==> src/rtl/multi_seat_call_controller.sv <==
// Multi-seat attendant call controller: per-seat call/ack FSMs, lowest-index call reporting, chime and escalation.
// Optional CALL_BLINK_EN macro: ACKED lights blink from a shared BLINK_HALF divider.
module multi_seat_call_controller #(
  parameter int NUM_SEATS    = 8,
  parameter int SEAT_W       = 3,
  parameter int ESC_CYCLES   = 1000,
  parameter int CHIME_CYCLES = 4,
  parameter int BLINK_HALF   = 16
) (
  input  logic                 clk,
  input  logic                 rst_n,
  input  logic [NUM_SEATS-1:0] call_button,
  input  logic [NUM_SEATS-1:0] cancel_button,
  input  logic                 ack,
  output logic [NUM_SEATS-1:0] light_state,
  output logic                 active_valid,
  output logic [SEAT_W-1:0]    active_seat,
  output logic                 any_call,
  output logic                 chime,
  output logic                 escalate
);

  localparam int CHW = $clog2(CHIME_CYCLES + 1);
  localparam int ESW = $clog2(ESC_CYCLES + 1);

  if ((1 << SEAT_W) < NUM_SEATS) begin : g_bad_seat_w
    $error("SEAT_W too narrow for NUM_SEATS");
  end
  if (BLINK_HALF < 1) begin : g_bad_blink
    $error("BLINK_HALF must be at least 1");
  end

  typedef enum logic [1:0] {S_IDLE, S_CALLED, S_ACKED} seat_t;

  seat_t                st     [NUM_SEATS];
  seat_t                st_nxt [NUM_SEATS];
  logic [CHW-1:0]       chime_cnt, chime_nxt;
  logic [ESW-1:0]       esc_cnt, esc_nxt;
  logic                 ack_hit, enter_called, any_called;
  logic                 sel_valid;
  logic [SEAT_W-1:0]    sel_seat;
  logic [NUM_SEATS-1:0] busy_nxt, light_nxt;

`ifdef CALL_BLINK_EN
  localparam int BKW = $clog2(BLINK_HALF + 1);
  logic [BKW-1:0] blink_cnt, blink_cnt_nxt;
  logic           blink_phase, blink_phase_nxt;

  always_comb begin
    blink_cnt_nxt   = blink_cnt + BKW'(1);
    blink_phase_nxt = blink_phase;
    if (blink_cnt == BKW'(BLINK_HALF - 1)) begin
      blink_cnt_nxt   = '0;
      blink_phase_nxt = ~blink_phase;
    end
  end

  always_ff @(posedge clk) begin
    if (!rst_n) begin
      blink_cnt   <= '0;
      blink_phase <= 1'b1;
    end else begin
      blink_cnt   <= blink_cnt_nxt;
      blink_phase <= blink_phase_nxt;
    end
  end
`endif

  always_comb begin
    ack_hit      = ack && active_valid && (st[active_seat] == S_CALLED);
    enter_called = 1'b0;
    any_called   = 1'b0;
    sel_valid    = 1'b0;
    sel_seat     = '0;
    busy_nxt     = '0;
    light_nxt    = '0;
    for (int unsigned i = 0; i < NUM_SEATS; i++) begin
      st_nxt[i] = st[i];
      unique case (st[i])
        S_IDLE:   if (call_button[i]) st_nxt[i] = S_CALLED;
        // cancel outranks ack, ack outranks a simultaneous call
        S_CALLED: begin
          if (cancel_button[i] && !call_button[i])      st_nxt[i] = S_IDLE;
          else if (ack_hit && active_seat == SEAT_W'(i)) st_nxt[i] = S_ACKED;
        end
        S_ACKED: begin
          if (cancel_button[i] && !call_button[i]) st_nxt[i] = S_IDLE;
          else if (call_button[i])                 st_nxt[i] = S_CALLED;
        end
        default:  st_nxt[i] = S_IDLE;
      endcase
      if (st_nxt[i] == S_CALLED && st[i] != S_CALLED) enter_called = 1'b1;
      if (st[i] == S_CALLED) begin
        any_called = 1'b1;
        if (!sel_valid) begin
          sel_valid = 1'b1;
          sel_seat  = SEAT_W'(i);
        end
      end
      busy_nxt[i] = (st_nxt[i] != S_IDLE);
`ifdef CALL_BLINK_EN
      light_nxt[i] = (st_nxt[i] == S_CALLED) || (st_nxt[i] == S_ACKED && blink_phase_nxt);
`else
      light_nxt[i] = busy_nxt[i];
`endif
    end

    if (enter_called)            chime_nxt = CHW'(CHIME_CYCLES);
    else if (chime_cnt != '0)    chime_nxt = chime_cnt - CHW'(1);
    else                         chime_nxt = chime_cnt;

    if (ack_hit || !any_called)             esc_nxt = '0;
    else if (esc_cnt != ESW'(ESC_CYCLES))   esc_nxt = esc_cnt + ESW'(1);
    else                                    esc_nxt = esc_cnt;
  end

  always_ff @(posedge clk) begin
    if (!rst_n) begin
      for (int unsigned i = 0; i < NUM_SEATS; i++) st[i] <= S_IDLE;
      chime_cnt    <= '0;
      esc_cnt      <= '0;
      light_state  <= '0;
      active_valid <= 1'b0;
      active_seat  <= '0;
      any_call     <= 1'b0;
      chime        <= 1'b0;
      escalate     <= 1'b0;
    end else begin
      for (int unsigned i = 0; i < NUM_SEATS; i++) st[i] <= st_nxt[i];
      chime_cnt    <= chime_nxt;
      esc_cnt      <= esc_nxt;
      light_state  <= light_nxt;
      active_valid <= sel_valid;
      active_seat  <= sel_seat;
      any_call     <= |busy_nxt;
      chime        <= (chime_nxt != '0);
      escalate     <= (esc_nxt == ESW'(ESC_CYCLES));
    end
  end

endmodule

==> config.mk <==
export PLATFORM = sky130hd
export DESIGN_NAME = multi_seat_call_controller
export DESIGN_NICKNAME = d
export VERILOG_FILES = /design/src/rtl/multi_seat_call_controller.sv
export SDC_FILE = /design/constraint.sdc
export NUM_CORES = 1
export LEC_CHECK = 0
export CAP_MARGIN = 5
export CORE_MARGIN = 2
export CORE_UTILIZATION = 50
export CTS_CLUSTER_DIAMETER = 30
export DETAILED_ROUTE_END_ITERATION = 7
export DONT_BUFFER_PORTS = 1
export PLACE_DENSITY_LB_ADDON = 0.12
export SKIP_CTS_REPAIR_TIMING = 1
export SYNTH_ARGS = -nofsm -noshare
export SYNTH_HDL_FRONTEND = slang
export SYNTH_SLANG_ARGS = --single-unit
==> constraint.sdc <==
create_clock -name clk -period 5.5 [get_ports clk]
set_input_delay 0.55 -clock clk [delete_from_list [all_inputs] [get_ports clk]]
set_output_delay 0.55 -clock clk [all_outputs]
set_load 0.05 [all_outputs]
; ---- Yosys cells after proc, flatten, opt, wreduce, memory -nomap -nowiden
; Memory sizes are Yosys's and may differ from the RTL's. A register that Yosys moved wholly into a read port is not among the register bits.
; Cells that the tools add are included.
[totals]
ff_bits = 28
mem_bits_rw = 16
in_bits = 19
output_inout_bits = 15
elab_cells = 202
mem_count = 1
[op_classes]
n_addsub = 2
eq_ne = 42
n_mux = 85
n_bitwise = 8
reduce_logical = 56
[mem_list]
columns = memory, words, width, read_ports, rd_clocked_by_memory_dff, write_ports, line_no
row1 = st, 8, 2, 9, 1, 8, 35  ; seat_t st [NUM_SEATS];
[op_table]
columns = operator, count
row1 = $mux 2, 40
row2 = $pmux 2 s3, 8
row3 = $mux 3, 15
row4 = $eq 2x1->1 const B, 17
row5 = $logic_and 1x1->1, 26
row6 = $mux 1, 20
row7 = $mux 10, 2
row8 = $eq 2x2->1 const B, 8
row9 = $logic_not 2->1, 8
row10 = $ne 2x1->1 const B, 8
row11 = $reduce_bool 2->1, 8
row12 = $eq 3x3->1 const B, 4
row13 = $add 10x1->10 const B, 1
row14 = $eq 10x10->1 const B, 1
row15 = $ne 10x10->1 const B, 1
row16 = $logic_not 1->1, 9
row17 = $or 1x1->1, 8
row18 = $reduce_or 8->1, 1
row19 = $eq 3x2->1 const B, 2
row20 = $reduce_bool 3->1, 2
row21 = $eq 3x1->1 const B, 1
row22 = $logic_not 3->1, 1
row23 = $sub 3x1->3 const B, 1
row24 = $logic_or 1x1->1, 1

; ---- Logic depth before layout (Yosys ltp)
; Gate-level depths: netlist (run 1).
[logic_depth]
depth_word = 18
depth_mapped = 8
depth_no_buf = 7

; ---- Worst setup path after synthesis (run 1)
; OpenSTA, ideal clock, no wires.
[synth_timing]
path_kind = flip-flop to flip-flop
start = register, netlist name active_seat[0]
end = register esc_cnt[9]
setup_ps = 121
t_arrival_ps = 2123
t_required_ps = 5379
setup_slack_ps = 3256
path_stages_with_launch = 7
path_buffers = 1
period_less_slack_ps = 2244
path_cell_list = dfxtp_1 > mux4_2 > nor2_1 > a31oi_1 > o31ai_1 > buf_2 > nor2_1
[synth_lines]
columns = element, line_no
row1 = "end signal, assigned", 131  ; esc_cnt <= esc_nxt;
row2 = "end, declared", 38  ; logic [ESW-1:0] esc_cnt, esc_nxt;

; ---- Final worst setup path (run 1)
[layout_timing]
start = register active_seat[0]
end = register any_call
[layout_via]
elab_chain_len = 7
elab_cells_between_ends = 49
classes_between = 7 x eq/ne / 24 x mux / 18 x reduce/logical
[layout_lines]
columns = element, line_no
row1 = "start, declared", 17  ; output logic [SEAT_W-1:0] active_seat,
row2 = "start signal, assigned", 134  ; active_seat <= sel_seat;
row3 = "$eq 3x1->1, or another cell as far along", 84  ; else if (ack_hit && active_seat == SEAT_W'(i)) st_nxt[i] = S_ACKED;
row4 = $logic_and 1x1->1, 84
row5 = $mux 2, 84
row6 = $mux 2, 83  ; if (cancel_button[i] && !call_button[i]) st_nxt[i] = S_IDLE;
row7 = $pmux 2 s3, 79  ; unique case (st[i])
row8 = $reduce_bool 2->1, 100  ; busy_nxt[i] = (st_nxt[i] != S_IDLE);
row9 = $reduce_or 8->1 *, 135  ; any_call <= |busy_nxt;
row10 = "end signal, assigned", 135
row11 = "end, declared", 18  ; output logic any_call,
; Every way passes the cells marked *; elsewhere a longest branch is shown, timed or not.
; A chain may end at the register's enable or synchronous reset.

==> results of run 1 <==
## sequential cells by signal, summed over array words and instances, names as in the netlist
name / cells
light_state: 8
any_call: 1
active_valid: 1
esc_cnt: 10
chime_cnt: 3
chime: 1
st: 16
active_seat: 3
escalate: 1
## path summary, 6_finish.rpt
| check | from | endpoint | cells past startpoint |
|---|---|---|---|
| worst max-delay path | active_seat[0] | any_call | 5 |
| worst min-delay path | rst_n | active_seat[2] | 2 |
| worst max register to register | active_seat[0] | any_call | 5 |
| worst min register to register | chime_cnt[1] | chime_cnt[1] | 2 |
## kinds of logic (layout without fill, tap and decap cells)
| logic type | after synthesis | in the layout | synth area share (%) |
|---|---|---|---|
| AND/OR/NAND/NOR | 134 | 134 | 30.6 |
| AO/OA/AOI/OAI | 64 | 64 | 18.7 |
| flip-flops | 44 | 44 | 38.0 |
| buffers and inverters | 26 | 27 | 4.64 |
| XOR/XNOR | 9 | 9 | 3.40 |
| adder cells (fa/ha/maj) | 5 | 5 | 2.70 |
| multiplexers | 2 | 2 | 1.94 |
## cells in the final DEF, fill, tap and decap left out, types with 2 or more instances in the layout
| master | n |
|---|---|
| nor4_1 | 3 |
| nand2b_1 | 11 |
| nor2_1 | 45 |
| o21a_1 | 3 |
| a21o_1 | 2 |
| a21o_2 | 2 |
| a22oi_1 | 4 |
| clkbuf_8 | 5 |
| nor3b_1 | 7 |
| nor4b_1 | 5 |
| nand3_1 | 8 |
| a211oi_1 | 2 |
| nand2_1 | 16 |
| o221a_2 | 2 |
| or3_1 | 5 |
| and3_1 | 2 |
| xnor2_1 | 4 |
| o21ai_0 | 12 |
| o22ai_1 | 2 |
| inv_1 | 18 |
| and4_1 | 3 |
| ha_1 | 5 |
| a21oi_1 | 15 |
| nand3b_1 | 2 |
| and2_1 | 4 |
| a221oi_1 | 2 |
| nor3_1 | 7 |
| a31oi_1 | 6 |
| xor2_1 | 5 |
| dfxtp_1 | 44 |
| nor2b_1 | 8 |
| nand4_1 | 4 |
| mux4_2 | 2 |
## worst max-delay path, cell delays in order (launching register included)
cell	delay, ps
dfxtp_1	920
mux4_2	590
nor2_1	230
and2_1	210
a21oi_1	50
o41a_1	430
## power by group
group	internal, mW	total [mW]	switching, mW
logic	0.0309	0.0707	0.0398
registers	0.333	0.377	0.0439
clock network	0.134	0.251	0.116
## area by class of cell
type                    instances  area share, %
inverters                      18           2.75
well taps                      52           2.64
clock inverters                 3           1.73
repair buffers                  1          0.305
flip-flops and latches         44           35.8
clock buffers                   5           2.80
multi-input cells             214           54.0
## layer usage
layer,wire length [µm],up-vias,global-route usage [%],part of all wire (%)
met1,2300,903,26.4,45
met2,2420,32,34.0,47
li1,-,1015,-,-
met5,0,-,0,0
met3,277,10,5.00,5.4
met4,99,0,8.81,1.9
## metrics by stage
step           std cells  setup slack, ps  util (%)  area (µm²)  power, mW
2_1_floorplan        284             3260         -        2320      0.438
3_3_place_gp         329             2980      53.2        2350      0.453
3_5_place_dp         329             2950      53.2        2350      0.454
4_1_cts              337             2950      55.8        2460      0.701
5_1_grt              337             2820      55.8        2460      0.728
6_report             337             2950      55.8        2460      0.698
==> summary.md, run 1 <==
| Metric | Value |
|---|---|
| Status | `complete, no violations` |
| Clock sink count | `44` |
| Die ar. | `5190 µm²` |
| Crit. End Element | `flop` |
| Worst Setup Path Type | `reg -> reg` |
| Fmax | `a little under 0.4 GHz` |
| Layout Skew | `3.64 ps` |
| Synth async-reset ratio | `0%` |
| Synth cell types | `51` |
| Largest cells by area after synthesis | `dfxtp_1, nor2_1, a21oi_1` |
| ANT cells | `0` |
| Top-count cell post-synth | `nor2_1` |
| Clk slew on worst S/H paths | `~90 ps` |
| Final setup viols | `0` |
| Via-to-Cell Ratio | `5.82` |
| Placement row count | `24` |
| Most used DFF post-synth | `dfxtp_1` |
| Max VDD drop | `0.119 mV` |
| Antenna Violating Nets Remaining | `0` |
| Pwr dens | `284 nW/µm²` |
| WP data arrival | `2750 ps` |
| Initial DRC Count | `105` |
| Syn nets | `308` |
| FILL cells | `437` |
| Initial core utilization | `52.5%` |
| Synth-to-layout area growth | `6.21%` |
| Hold crit path type | `in -> reg` |
| GRT Total Usage | `around a fifth` |
| HPWL Detailed | `3870 µm` |
| H-tree level count | `2` |
| Die W | `72.1 µm` |
| Die Height | `72.1 µm` |
| Worst reg2reg setup slack | `~3000 ps` |
| Vias in the first global route | `1800` |
| Slew HR | `39.7%` |
| Largest area contributor in the netlist | `dfxtp_1` |
| P_leak | `0.923 nW` |
| Synth Instances | `284` |
| CTS tree | `built` |
| TritonRoute pass-1 iters | `4` |
| CTS Root Cell | `clkbuf_8` |
| Seq/Total Area, Yosys | `a little under two fifths` |
| Slew @ Worst Pin | `approximately 900 ps` |
| Core area | `between 4000 and 5000 µm²` |
| Via count | `1960` |
| Largest net degree at the start of global routing | `22` |
| Nets | `308` |
| Max Slew Vio Count | `0` |
| CP Launch Type | `flop` |
| # IOs | `34` |
| CP required | `5690 ps` |
| Storage cell area | `881 µm²` |
| Yosys reg bits | `44` |
| Max Cap Viol | `0` |
| Drt drc | `0` |
| Post-synth EDFFs | `0` |
| Avg WL per Cell | `15.1 µm` |
| Fin crit period | `roughly 2600 ps` |
| Latest clock arrival within the worst-skew pair | `~300 ps` |
| Syn avg cell area | `8.16 µm²` |
| Top cell type's share of synthesized area | `38.0%` |
| First-pass GRT wire length | `~8500 µm` |
| Routability cong. | `~0.82` |
| Multi-input gate area | `1330 µm²` |
| Port-buffer cells | `0` |
| Final hold viol count | `0` |
| Worst hold slack | `355 ps` |
| TritonCTS Buffers | `5` |
| Initial antenna violation count | `0` |
| Post-Route Setup TNS | `0 ps` |
| Congestion Overflow GR | `0` |
| Post-Synthesis Cell Area | `2320 µm²` |
| WL final | `5100 µm` |
| Final worst path period share | `a little under half` |
| Synth cell count leaders | `nor2_1, dfxtp_1, inv_1` |
| Max Root-Sink Buffers | `2` |
| Unrepaired setup endpoints after global routing | `no` |
| Ys Warns | `0` |
| Layout cell share with drive strength beyond 1 | `6.67%` |
| CP Max Fanout | `13` |
(Power assumes the default switching activity.)
==> run 2: changes to the inputs <==
==> constraint.sdc (replaced) <==
create_clock -name clk -period 2.45 [get_ports clk]
set_input_delay 0.245 -clock clk [delete_from_list [all_inputs] [get_ports clk]]
set_output_delay 0.245 -clock clk [all_outputs]
set_load 0.05 [all_outputs]
==> summary.md, run 2 (synthesis gave the netlist of run 1 again) <==
| Metric | Value |
|---|---|
| Via-to-Cell Ratio | `5.89 (+1.2%)` |
| Worst reg2reg path endpoint | `escalate` |
| H-tree level count | `2 (unchanged)` |
| Storage cell area | `881 µm² (unchanged)` |
| CTS Root Cell | `clkbuf_8` |
| WP data arrival | `2210 ps (-540 ps)` |
| Hold Path Cell Cnt | `2 (unchanged)` |
| Fmax | `0.501 GHz (+28%)` |
| Layout Skew | `11.7 ps (+8.10 ps)` |
| Placement row count | `24 (unchanged)` |
| Die W | `72.1 µm (unchanged)` |
| FILL cells | `421 (-3.7%)` |
| Initial antenna violation count | `0 (unchanged)` |
| Largest delay share family, worst path | `simple AND/OR/NAND/NOR gates` |
| P_leak | `0.945 nW (+2.3%)` |
| Most frequent cells in the layout | `nor2_1, dfxtp_1, inv_1` |
| GRT Total Usage | `21.2% (+0.28 points)` |
| Latest clock arrival within the worst-skew pair | `290 ps (about the same)` |
| HPWL Detailed | `3950 µm (+2.1%)` |
| Max Slew Vio Count | `0 (unchanged)` |
| Max Cap Viol | `0 (unchanged)` |
| CP Launch Type | `flop` |
| Die Height | `72.1 µm (unchanged)` |
| Final setup viols | `0 (unchanged)` |
| Worst reg2reg setup slack | `450 ps (-2490 ps)` |
| Max Root-Sink Buffers | `2 (unchanged)` |
| Core area | `4410 µm² (unchanged)` |
| Congestion Overflow GR | `0 (unchanged)` |
| Top reg by flops | `st` |
| Crit. End Element | `flop` |
| Drt drc | `0 (unchanged)` |
| Layout cell share with drive strength beyond 1 | `7.61% (+0.95 points)` |
| Dpl cells | `333 (+1.2%)` |
| Top cell by count, worst path | `or3_1` |
| Antenna Violating Nets Remaining | `0 (unchanged)` |
| Max VDD drop | `0.351 mV (+190%)` |
| # IOs | `34 (unchanged)` |
| WP buf/inv | `1 (+1)` |
| Reg2reg start | `esc_cnt[0]` |
| Pwr dens | `624 nW/µm² (+120%)` |
| Hold path endpoint | `st[5][1]` |
| CP required | `2660 ps (-3030 ps)` |
| Hold Crit Start | `rst_n` |
| Initial core utilization | `52.5% (unchanged)` |
| Final non-filler cell total | `341 (+1.2%)` |
| CP Max Fanout | `7 (-6)` |
| TritonRoute pass-1 iters | `4 (unchanged)` |
| Slew @ Worst Pin | `580 ps (-323 ps)` |
| Avg WL per Cell | `15.0 µm (-1.1%)` |
| Max reg flops | `16 (unchanged)` |
| Commonest non-fill, non-tap cell in the layout | `nor2_1` |
| Multi-input gate area | `1330 µm² (unchanged)` |
| Final worst path period share | `81.4% (+35 points)` |
| Worst Setup Path Type | `reg -> reg` |
| Critical path depth in cells | `7 (+2)` |
| First-pass GRT wire length | `8760 µm (+3.2%)` |
| Clock sink count | `44 (unchanged)` |
| CP max stage cell | `or3_1` |
| Synth-to-layout area growth | `7.34%` |
| Initial DRC Count | `116 (+10%)` |
| WL final | `5100 µm (about the same)` |
| Fin crit period | `2000 ps (-559 ps)` |
| Slew HR | `61.3% (+22 points)` |
| Status | `complete, no violations` |
| Unrepaired setup endpoints after global routing | `no` |
| Largest net degree at the start of global routing | `21 (-4.5%)` |
| CP Cell Sequence | `inv_1 > ha_1 > nand3b_1 > or3_1 > or3_1 > a311o_1 > nor4_2` |
| TritonCTS Buffers | `5 (unchanged)` |
| Vias in the first global route | `1897 (+5.4%)` |
| Die ar. | `5190 µm² (unchanged)` |
| Final hold viol count | `0 (unchanged)` |
| Regs by FF count | `st (16), esc_cnt (10), light_state (8)` |
| CTS tree | `built` |
| Worst stage delay on the critical path | `410 ps (-510 ps)` |
| Nets | `312 (+1.3%)` |
| Via count | `2008 (+2.4%)` |
| Clk slew on worst S/H paths | `80 ps (about the same)` |
| Post-Route Setup TNS | `0 ps (unchanged)` |
| Worst Reg-to-Reg Cells | `7 (+2)` |
| ANT cells | `0 (unchanged)` |
| Routability cong. | `0.858 (+4.6%)` |
| Hold crit path type | `in -> reg` |
| Port-buffer cells | `0 (unchanged)` |
## run 2: layer usage
layer,track usage (%),up-vias,wire length [µm]
met5,0,-,0
met4,5.66,0,72
met3,6.39,7,346
met2,37.1,54,2470
met1,25.0,931,2210
li1,-,1016,-
## run 2: worst max-delay path by stage
| stage | startpoint | endpoint |
|---|---|---|
| after detailed placement | esc_cnt[0] | escalate |
| after floorplan | active_seat[0] | esc_cnt[9] |
| final | esc_cnt[0] | escalate |
| after CTS | esc_cnt[0] | escalate |
| after global placement | esc_cnt[0] | escalate |
| after global routing | esc_cnt[0] | escalate |
## run 2: power by group
group / leakage, nW / internal [mW] / switching (mW)
Clock: 0.0552 / 0.303 / 0.238
Combinational: 0.528 / 0.0747 / 0.112
Sequential: 0.362 / 0.747 / 0.0785
## run 2: cell type report
cell class	count	share of cell area [%]
timing repair buffer	5	1.51
multi-input combinational	214	53.4
clock buffer	6	2.92
inverter	18	2.72
sequential	44	35.4
tap	52	2.62
clock inverter	2	1.41
## run 2: per-stage QoR
| step | utilization (%) | hold slack [ps] | area (µm²) | worst slack (ps) | power [mW] |
|---|---|---|---|---|---|
| floorplan | - | 361 | 2320 | 206 | 0.983 |
| global placement | 53.9 | 368 | 2380 | 502 | 1.02 |
| detailed placement | 53.9 | 370 | 2380 | 489 | 1.03 |
| CTS | 56.3 | 54.6 | 2490 | 435 | 1.57 |
| global route | 56.3 | 49.2 | 2490 | 314 | 1.63 |
| finish | 56.3 | 59.4 | 2490 | 455 | 1.55 |
